<file path="config.mk">
export PLATFORM = sky130hd
export DESIGN_NAME = census_cost_engine_flat
export DESIGN_NICKNAME = d
export VERILOG_FILES = /design/src/rtl/census_pkg.sv /design/src/rtl/census_cost_engine_if.sv /design/src/rtl/census_popcount.sv /design/src/rtl/census_cost_engine.sv /design/src/flat_wrapper.sv
export SDC_FILE = /design/constraint.sdc
export NUM_CORES = 2
export LEC_CHECK = 0
export ABC_AREA = 1
export CAP_MARGIN = 20
export CELL_PAD_IN_SITES_DETAIL_PLACEMENT = 1
export CELL_PAD_IN_SITES_GLOBAL_PLACEMENT = 2
export CORE_ASPECT_RATIO = 0.9
export CORE_MARGIN = 8
export CORE_UTILIZATION = 46
export DETAILED_ROUTE_END_ITERATION = 10
export HOLD_SLACK_MARGIN = 0.06
export PLACE_DENSITY_LB_ADDON = 0.08
export SYNTH_ARGS = -nofsm -noshare
export SYNTH_HDL_FRONTEND = slang
export SYNTH_HIERARCHICAL = 1
export SYNTH_SLANG_ARGS = --single-unit
</file>
<file path="constraint.sdc">
create_clock -name iClk -period 74.5 [get_ports iClk]
set_clock_uncertainty 0.2 [all_clocks]
set_input_delay 7.45 -clock iClk [delete_from_list [all_inputs] [get_ports iClk]]
set_output_delay 7.45 -clock iClk [all_outputs]
set_load 0.02 [all_outputs]
</file>
<file path="src/rtl/census_pkg.sv">
// Shared opcodes, FSM state encoding and window-size derivations for the census cost engine.
package census_pkg;

  localparam logic [3:0] OP_PAD      = 4'h1;
  localparam logic [3:0] OP_PUSH     = 4'h2;
  localparam logic [3:0] OP_SET_CNT  = 4'h3;
  localparam logic [3:0] OP_SET_ACC  = 4'h4;
  localparam logic [3:0] OP_WTA_CLR  = 4'h6;
  localparam logic [3:0] OP_GET_CNT  = 4'h7;
  localparam logic [3:0] OP_LOAD_REF = 4'h8;
  localparam logic [3:0] OP_GET_WORD = 4'h9;
  localparam logic [3:0] OP_HAM      = 4'hD;
  localparam logic [3:0] OP_HAM_ACC  = 4'hE;
  localparam logic [3:0] OP_WTA      = 4'hF;

  typedef enum logic [1:0] {
    ST_IDLE,
    ST_EXEC,
    ST_DONE
  } state_t;

  function automatic int calcNpix(input int winW, input int winH);
    return winW * winH;
  endfunction

  function automatic int calcNb(input int winW, input int winH);
    return winW * winH - 1;
  endfunction

  function automatic int calcNw(input int nb);
    return (nb + 31) / 32;
  endfunction

  function automatic int calcHw(input int nb);
    return $clog2(nb + 1);
  endfunction

endpackage

</file>
<file path="src/rtl/census_cost_engine_if.sv">
// Command/result bus of the census cost engine: start strobe, opcode and operand in, result and done out.
interface census_cost_engine_if;
  logic        iStart;
  logic [3:0]  iOp;
  logic [31:0] iA;
  logic [31:0] oRes;
  logic        oDone;

  modport master (output iStart, iOp, iA, input oRes, oDone);
  modport slave  (input iStart, iOp, iA, output oRes, oDone);
endinterface

</file>
<file path="src/rtl/census_popcount.sv">
// Two-stage registered popcount: stage 0 captures the vector, stage 1 holds 16-bit group sums;
// the final group adder is combinational so the caller can register the total in its own result flop.
module census_popcount #(
  parameter int NB = 120,
  parameter int HW = $clog2(NB + 1)
) (
  input  logic          iClk,
  input  logic          iReset,
  input  logic          iEn,
  input  logic          iVld,
  input  logic [NB-1:0] iVec,
  output logic          oVld,
  output logic [HW-1:0] oCount
);

  localparam int GRP = 16;
  localparam int NG  = (NB + GRP - 1) / GRP;
  localparam int GW  = $clog2(GRP + 1);

  logic [NB-1:0]     vec_p0;
  logic              vld_p0;
  logic [GW-1:0]     part_p1 [NG];
  logic              vld_p1;
  logic [NG*GRP-1:0] vecPad;
  logic [GW-1:0]     partSum [NG];

  always_comb begin
    vecPad = '0;
    vecPad[NB-1:0] = vec_p0;
    for (int g = 0; g < NG; g++) begin
      partSum[g] = '0;
      for (int b = 0; b < GRP; b++)
        partSum[g] = partSum[g] + GW'(vecPad[g*GRP + b]);
    end
  end

  always_comb begin
    oCount = '0;
    for (int g = 0; g < NG; g++)
      oCount = oCount + HW'(part_p1[g]);
  end

  // stage 0: capture vector
  always_ff @(posedge iClk) begin
    if (iReset) begin
      vld_p0 <= 1'b0;
      vld_p1 <= 1'b0;
    end else if (iEn) begin
      vld_p0 <= iVld;
      vld_p1 <= vld_p0;
    end
  end

  always_ff @(posedge iClk) begin
    if (iEn) begin
      vec_p0  <= iVec;
      // stage 1: group partial sums
      part_p1 <= partSum;
    end
  end

  assign oVld = vld_p1;

endmodule

</file>
<file path="src/rtl/census_cost_engine.sv">
// Census-transform / Hamming-cost custom instruction with start/done handshake.
// Define CENSUS_WTA_EN to build the winner-take-all registers and the WTA_CLR / WTA opcodes.
module census_cost_engine
  import census_pkg::*;
#(
  parameter int PIX_W   = 8,
  parameter int WIN_W   = 11,
  parameter int WIN_H   = 11,
  parameter int PAD_MAX = 6
) (
  input logic                 iClk,
  input logic                 iReset,
  input logic                 iClk_en,
  census_cost_engine_if.slave bus
);

  localparam int NPIX = calcNpix(WIN_W, WIN_H);
  localparam int NB   = calcNb(WIN_W, WIN_H);
  localparam int C    = (NPIX - 1) / 2;
  localparam int NW   = calcNw(NB);
  localparam int HW   = calcHw(NB);
  localparam logic [PIX_W-1:0] FILL_PIX = '1;

  logic [PIX_W-1:0] pix [NPIX];
  logic [PIX_W-1:0] rCmp;
  logic [NB-1:0]    refCode;
  logic [NB-1:0]    liveCode;
  logic [NW*32-1:0] codeWide;
  logic [31:0]      codeWord;
  logic [31:0]      acc, accNext;
  logic [31:0]      cnt, cntNext;
  logic [31:0]      resQ, resNext;
  logic [3:0]       opQ, opNext;
  logic [2:0]       padLeft, padNext, padN;
  state_t           state, stateNext;
  logic             shiftEn, cmpLoad, refLoad, popStart, popVld;
  logic [PIX_W-1:0] shiftVal;
  logic [HW-1:0]    popCount;

`ifdef CENSUS_WTA_EN
  logic [HW-1:0] best, bestNext;
  logic [15:0]   idx, idxNext, bidx, bidxNext;
`endif

  // Centre pixel C is skipped, so bits at and above C come from the next pixel along.
  always_comb begin
    for (int j = 0; j < NB; j++)
      liveCode[j] = (pix[(j < C) ? j : j + 1] < rCmp);
    codeWide = '0;
    codeWide[NB-1:0] = liveCode;
    codeWord = '0;
    for (int w = 0; w < NW; w++)
      if (bus.iA[7:0] == 8'(w)) codeWord = codeWide[w*32 +: 32];
  end

  always_comb begin
    padN = (int'(bus.iA[2:0]) > PAD_MAX) ? 3'(PAD_MAX) : bus.iA[2:0];
  end

  census_popcount #(.NB(NB), .HW(HW)) uPop (
    .iClk   (iClk),
    .iReset (iReset),
    .iEn    (iClk_en),
    .iVld   (popStart),
    .iVec   (liveCode ^ refCode),
    .oVld   (popVld),
    .oCount (popCount)
  );

  always_comb begin
    stateNext = state;
    resNext   = resQ;
    opNext    = opQ;
    padNext   = padLeft;
    accNext   = acc;
    cntNext   = cnt;
    shiftEn   = 1'b0;
    shiftVal  = FILL_PIX;
    cmpLoad   = 1'b0;
    refLoad   = 1'b0;
    popStart  = 1'b0;
`ifdef CENSUS_WTA_EN
    bestNext  = best;
    idxNext   = idx;
    bidxNext  = bidx;
`endif
    case (state)
      ST_IDLE: begin
        if (bus.iStart) begin
          opNext    = bus.iOp;
          cntNext   = cnt + 32'd1;
          resNext   = '0;
          stateNext = ST_DONE;
          case (bus.iOp)
            OP_PAD: begin
              if (padN != 3'd0) begin
                shiftEn = 1'b1;
                if (padN != 3'd1) begin
                  padNext   = padN - 3'd1;
                  stateNext = ST_EXEC;
                end
              end
            end
            OP_PUSH: begin
              shiftEn  = 1'b1;
              shiftVal = bus.iA[PIX_W-1:0];
            end
            OP_SET_CNT:  cntNext = bus.iA;
            OP_SET_ACC:  accNext = bus.iA;
            OP_GET_CNT:  resNext = cnt + 32'd1;
            OP_LOAD_REF: begin
              cmpLoad   = 1'b1;
              stateNext = ST_EXEC;
            end
            OP_GET_WORD: resNext = codeWord;
            OP_HAM, OP_HAM_ACC: begin
              popStart  = 1'b1;
              stateNext = ST_EXEC;
            end
`ifdef CENSUS_WTA_EN
            OP_WTA_CLR: begin
              bestNext = '1;
              idxNext  = '0;
              bidxNext = '0;
            end
            OP_WTA: begin
              popStart  = 1'b1;
              stateNext = ST_EXEC;
            end
`endif
            default: ;
          endcase
        end
      end
      ST_EXEC: begin
        case (opQ)
          OP_PAD: begin
            shiftEn = 1'b1;
            if (padLeft == 3'd1) stateNext = ST_DONE;
            else                 padNext   = padLeft - 3'd1;
          end
          // rCmp was loaded on the start edge, so the live code already reflects it here.
          OP_LOAD_REF: begin
            refLoad   = 1'b1;
            resNext   = codeWide[31:0];
            stateNext = ST_DONE;
          end
          default: begin
            if (popVld) begin
              stateNext = ST_DONE;
              if (opQ == OP_HAM_ACC) begin
                accNext = acc + 32'(popCount);
                resNext = acc + 32'(popCount);
              end else begin
                resNext = 32'(popCount);
              end
`ifdef CENSUS_WTA_EN
              if (opQ == OP_WTA) begin
                if (popCount < best) begin
                  bestNext = popCount;
                  bidxNext = idx;
                end
                idxNext = idx + 16'd1;
                resNext = {bidxNext, 16'(bestNext)};
              end
`endif
            end
          end
        endcase
      end
      ST_DONE: stateNext = ST_IDLE;
      default: stateNext = ST_IDLE;
    endcase
  end

  always_ff @(posedge iClk) begin
    if (iReset) begin
      state   <= ST_IDLE;
      opQ     <= '0;
      padLeft <= '0;
      cnt     <= '0;
      acc     <= '0;
      resQ    <= '0;
      rCmp    <= '0;
      refCode <= '0;
      for (int k = 0; k < NPIX; k++) pix[k] <= FILL_PIX;
`ifdef CENSUS_WTA_EN
      best    <= '1;
      idx     <= '0;
      bidx    <= '0;
`endif
    end else if (iClk_en) begin
      state   <= stateNext;
      opQ     <= opNext;
      padLeft <= padNext;
      cnt     <= cntNext;
      acc     <= accNext;
      resQ    <= resNext;
      if (cmpLoad) rCmp <= bus.iA[PIX_W-1:0];
      if (refLoad) refCode <= liveCode;
      if (shiftEn) begin
        pix[0] <= shiftVal;
        for (int k = 1; k < NPIX; k++) pix[k] <= pix[k-1];
      end
`ifdef CENSUS_WTA_EN
      best    <= bestNext;
      idx     <= idxNext;
      bidx    <= bidxNext;
`endif
    end
  end

  assign bus.oRes  = resQ;
  assign bus.oDone = (state == ST_DONE);

endmodule

</file>
<file path="src/flat_wrapper.sv">
// flat-port wrapper written by rule: the top's interface ports become plain ports
module census_cost_engine_flat import census_pkg::*;
#(
  parameter int PIX_W   = 8,
  parameter int WIN_W   = 11,
  parameter int WIN_H   = 11,
  parameter int PAD_MAX = 6
)
  (iClk, iReset, iClk_en, bus_iStart, bus_iOp, bus_iA, bus_oRes, bus_oDone);
  census_cost_engine_if bus_i ();
  input logic iClk;
  input logic iReset;
  input logic iClk_en;
  input wire logic [$bits(bus_i.iStart)-1:0] bus_iStart;
  input wire logic [$bits(bus_i.iOp)-1:0] bus_iOp;
  input wire logic [$bits(bus_i.iA)-1:0] bus_iA;
  output wire logic [$bits(bus_i.oRes)-1:0] bus_oRes;
  output wire logic [$bits(bus_i.oDone)-1:0] bus_oDone;
  assign bus_i.iStart = bus_iStart;
  assign bus_i.iOp = bus_iOp;
  assign bus_i.iA = bus_iA;
  assign bus_oRes = bus_i.oRes;
  assign bus_oDone = bus_i.oDone;
  census_cost_engine #(.PIX_W(PIX_W), .WIN_W(WIN_W), .WIN_H(WIN_H), .PAD_MAX(PAD_MAX)) u_core (.iClk(iClk), .iReset(iReset), .iClk_en(iClk_en), .bus(bus_i));
endmodule
</file>
### Word-level counts from Yosys, hierarchy flattened

Memories as Yosys holds them, arrays and structs flattened.
Index checks and enable logic that the tools add are counted.

* flip-flop bits (word level): 395
* memories: 1
* word-level logic and storage cells: 609
* input bits: 40
* memory bits (writable): 968

* equality and inequality tests: 33
* add/subtract/negate cells: 123
* reduce and logical (&&, ||, !) cells: 14
* bitwise operators: 122
* order comparisons: 121
* multiplexer cells: 176

Memories
* u_core.pix: words 121, width 8, rd ports 121, clocked after Yosys merged registers in 0, wr ports 121, line census_cost_engine.sv:24 `logic [PIX_W-1:0] pix [NPIX];`

Operator list (number)
* $mux W8: 124
* $lt A8 B8 Y1: 120
* $mux W32: 13
* $add A5 B1 Y5: 80
* $pmux W32 S2: 4
* $or A1 B1 Y1: 121
* $xor A120 B120 Y120: 1
* $add A4 B1 Y5: 8
* $add A7 B5 Y7: 5
* $add A3 B1 Y4: 8
* $add A32 B1 Y32 const B: 1
* $add A32 B7 Y32: 1
* $add A2 B1 Y3: 8
* $eq A4 B4 Y1 const B: 6
* $mux W3: 7
* $mux W1: 17
* $add A1 B1 Y2: 8
* $eq A8 B2 Y1 const B: 2
* $ne A2 B2 Y1 const B: 7
* $pmux W2 S2: 3
* $mux W2: 5
* $eq A4 B1 Y1 const B: 2
* $eq A4 B2 Y1 const B: 2
* $eq A4 B3 Y1 const B: 2
* 26 further kinds: 34

### Depth between registers and ports, before layout

* word-level depth: 15
* depth in mapped cells: 28
* depth with buffers taken out: 28

### Hierarchy

The synthesis kept the hierarchy.

Modules (own cells, without submodules)
* census_cost_engine: cells an instance 6901, area an instance 68371.8 um2, times used 1
* census_popcount: cells an instance 650, area an instance 8966.1 um2, times used 1

### Worst setup path before layout

OpenSTA, ideal clock, no wires.

* kind: input to register
* start point: input iReset
* end point: memory u_core.pix[0][0] (enable)
* cell stages on the path: 6
* buffers on the path: 4
* required time: 67671 ps
* slack: 43585 ps
* arrival: 24086 ps
* cells stage by stage: clkbuf_1 inv_1 clkbuf_1 clkbuf_1 clkbuf_1 nand2_1

RTL lines
* from (decl): line flat_wrapper.sv:12 `input logic iReset;`
* to (decl): line census_cost_engine.sv:24

==> metrics.md <==
| Metric | Value |
|---|---|
| Vias in the first global route | 58,000 |
| Worst-margin pin slew | 1.27 ns |
| Max rail drop VDD | roughly 70 uV |
| First-pass GRT wire length | 346 mm |
| Initial DRC Count | 3,360 |
| Non-filler cells, final | 9,975 |
| Mapped Nets | 8,608 |
| Detail Route Antenna Nets | 0 |
| Part of the power in the clock network | 0.345 |
| Setup-failing EPs final | 0 |
| CTS Buf Count | 157 |
| Post-CTS Setup Bufs | 0 |
| Final RePlAce weighted congestion | slightly below 0.9 |
| Clock latency on the worst-skew pair | between 0.7 and 0.8 ns |
| Combinational share of power | 0.277 |
| FF+latch count, synth | between 1,000 and 1,500 |
| Data required, critical path | ~75 ns |
| Seq pwr share | 0.378 |
| CTS Hold Bufs | 0 |
| Top Ports | between 70 and 80 |
| Register area share after synthesis | 0.498 |
| Register area | 38,500 um2 |
| Post_cts resized | 0 |
| Period Utilization, post-route | 0.173 |
| Die span in x | approximately 450 um |
| Startpoint types | input port |
| Number of iterations in the first detailed-routing pass | 5 |
| Final min period | between 10 and 15 ns |
| Via count | between 50,000 and 60,000 |
| CTS tree | done |
| Average wire per standard cell | 22.6 um |
| Worst-path maximum fanout | 79 |
| Critical Path AT | between 10 and 15 ns |
| F_max | a little under 80 MHz |
| Top cells by area, synth | edfxtp_1 (44%), ha_1 (15%), nand2_1 (6.9%) |
| Clock tree buffer depth | 3 |
| Fraction of layout cells with a size suffix above 1 | 0.107 |
| Leading cell type in the layout, fill and taps excluded | nand2_1 |
| Yosys cell types | 41 |
| Die Y | 405 um |
| Most frequent cells in the layout | nand2_1 (1,416), edfxtp_1 (1,127), ha_1 (911), inv_1 (654), a21oi_1 (641) |
| Total GRT Usage | 0.247 |
| Layout fillers | 18,300 |
| Nets@finish | between 8,000 and 9,000 |
| Async SR Flop Fraction | 0 |
| Int Pwr | between 1.5 and 2 mW |
| Worst hold path class | flop to flop |
| TNS Setup | 0 ns |
| Clk sink count | approximately 1,400 |
| Final Max Tran Viols | 0 |
| Mean post-synth cell area | 10.2 um2 |
| DR DRC count | 0 |
| Gate Count Post-Synth | roughly 7,600 |
| Max-cap viol count | 0 |
| Ys Warns | 6 |
| Multi-input logic area | about 35,000 um2 |
| Core Rows | between 100 and 150 |
| Area Growth Syn to Fin | 10.5% |
| Via/cell ratio | between 5 and 6 |
| Port bufs | 72 |
| Root Buffer | clkbuf_16 |
| RSZ-0062 raised after global routing | no |
| CTS HTree Levels | 4 |
| Setup WS pre-CTS | roughly 61 ns |
| Initial core utilization | 0.464 |
| Status | completed |
| WS Path Type | input port to flop |
| Clock transition at path regs | ~0.050 ns |
| EDFF count, synth | roughly 1,100 |
| Worst rel slew slack | 0.155 |
| Initial antenna violation count | 2 |
| Setup crit end kind | flop |
| Switching power share of the total | 0.325 |
| Share of the synthesized area in the top cell type | 0.438 |
| Total die area | ~180,000 um2 |
| Post-Syn Area | roughly 77,000 um2 |
| Core area | ~170,000 um2 |
| Area leader, netlist | edfxtp_1 |
| Top FF cell, synth | edfxtp_1 |
| Post-DP HPWL | roughly 160 mm |
| Final Hold Vio Count | 0 |
| Number of instances in the placed design | 9,678 |
| PD cells | 26.6 nW/um2 |
| Number of antenna diodes | 0 |
| Leak pwr | around 30 nW |
| Pin count of the biggest net entering global routing | around 180 |
| NetSw | about 740 uW |
| Overflow after GRT | 0 |
| Pwr Total | about 2.3 mW |
| Total routed wirelength | around 230 mm |
| Final WS setup | 61.64 ns |
==> logic make-up (layout without fill, tap and decap cells) <==
| group | Yosys count | after routing | share of synthesized area |
|---|---|---|---|
| flip-flops | 1362 | 1362 | 0.498 |
| AND/OR/NAND/NOR | 2941 | 2941 | 0.179 |
| buffers and inverters | 903 | 1095 | 0.0487 |
| XOR/XNOR | 171 | 171 | 0.0194 |
| AO/OA/AOI/OAI | 1157 | 1157 | 0.0794 |
| adder cells (fa/ha/maj) | 1017 | 1017 | 0.175 |
==> final timing paths <==
| kind | slack, ns | end | cells past startpoint | start |
|---|---|---|---|---|
| min reg2reg | 0.27 | u_core/uPop/oVld | 2 | u_core/uPop/vld_p0 |
| max reg2reg | 68.59 | u_core/pix[5][24] | 12 | u_core/state[0] |
| max | 61.64 | u_core/pix[5][24] | 13 | bus_iA[0] |
| min | 0.27 | u_core/uPop/oVld | 2 | u_core/uPop/vld_p0 |
==> registers in the layout (all words and copies together) (netlist names) <==
register	cells
u_core/pix	968
u_core/refCode	120
u_core/uPop/vec_p0	120
u_core/uPop/part_p1	39
u_core/acc	32
u_core/bus.oRes	32
u_core/cnt	32
u_core/rCmp	8
u_core/opQ	4
u_core/padLeft	3
u_core/state	2
u_core/uPop/oVld	1
u_core/uPop/vld_p0	1
==> area by class of cell <==
| cell class | instances | area share |
|---|---|---|
| well taps | 2232 | 0.0327 |
| repair buffers | 131 | 0.0151 |
| clock buffers | 221 | 0.0535 |
| flip-flops and latches | 1362 | 0.451 |
| clock inverters | 72 | 0.00720 |
| inverters | 671 | 0.0300 |
| multi-input cells | 5286 | 0.411 |
==> synth_stat cells, types with 2 or more instances <==
cell type / count
a21oi_1: 641
a211oi_1: 14
nand4_1: 23
ha_1: 911
nor3_2: 2
o211ai_1: 9
buf_1: 5
inv_2: 6
o21a_1: 82
edfxtp_1: 1127
nor2_2: 6
a21o_1: 4
buf_6: 44
nand3_1: 200
a31oi_1: 17
xnor2_1: 114
nor2_1: 270
and2_1: 22
buf_2: 32
or2_1: 443
o21bai_1: 2
dfxtp_1: 235
fa_1: 106
o31a_1: 9
o21ai_1: 3
inv_1: 664
or2_2: 494
nand2_1: 1417
o21ai_0: 373
xor2_1: 57
clkbuf_1: 149
nor3_1: 61
==> stage by stage <==
stage / instance area, um2 / hold WS (ns) / util
after floorplan: 77300 / 0.230 / -
after global placement: 80200 / 0.244 / 0.481
after detailed placement: 80200 / 0.258 / 0.481
after CTS: 85400 / 0.268 / 0.512
after global routing: 85500 / 0.280 / 0.513
final: 85500 / 0.265 / 0.513
==> worst max-delay path, cell delays in order <==
cell	delay, ns
clkdlybuf4s50_1	0.59
inv_1	0.14
nor2_1	0.23
inv_1	0.10
ha_1	0.20
a21oi_2	0.12
inv_1	0.07
o311ai_2	0.33
nand2_1	0.16
nand2_4	0.78
buf_4	0.94
buf_4	0.90
buf_4	0.81
==> power groups by stage <==
stage / registers [mW] / logic, mW / clock network [mW]
after CTS: 0.859 / 0.624 / 0.803
after detailed placement: 0.875 / 0.616 / 0
after floorplan: 0.904 / 0.430 / 0
after global routing: 0.860 / 0.705 / 0.828
after global placement: 0.874 / 0.603 / 0
final: 0.859 / 0.629 / 0.782
==> routing by layer <==
layer	vias up	GRT usage	wire, um
met4	0	0.0717	6820
met3	325	0.0327	8380
met1	27300	0.327	100000
met2	888	0.424	110000
li1	25700	-	-
met5	-	0	0
(Power assumes the default switching activity.)
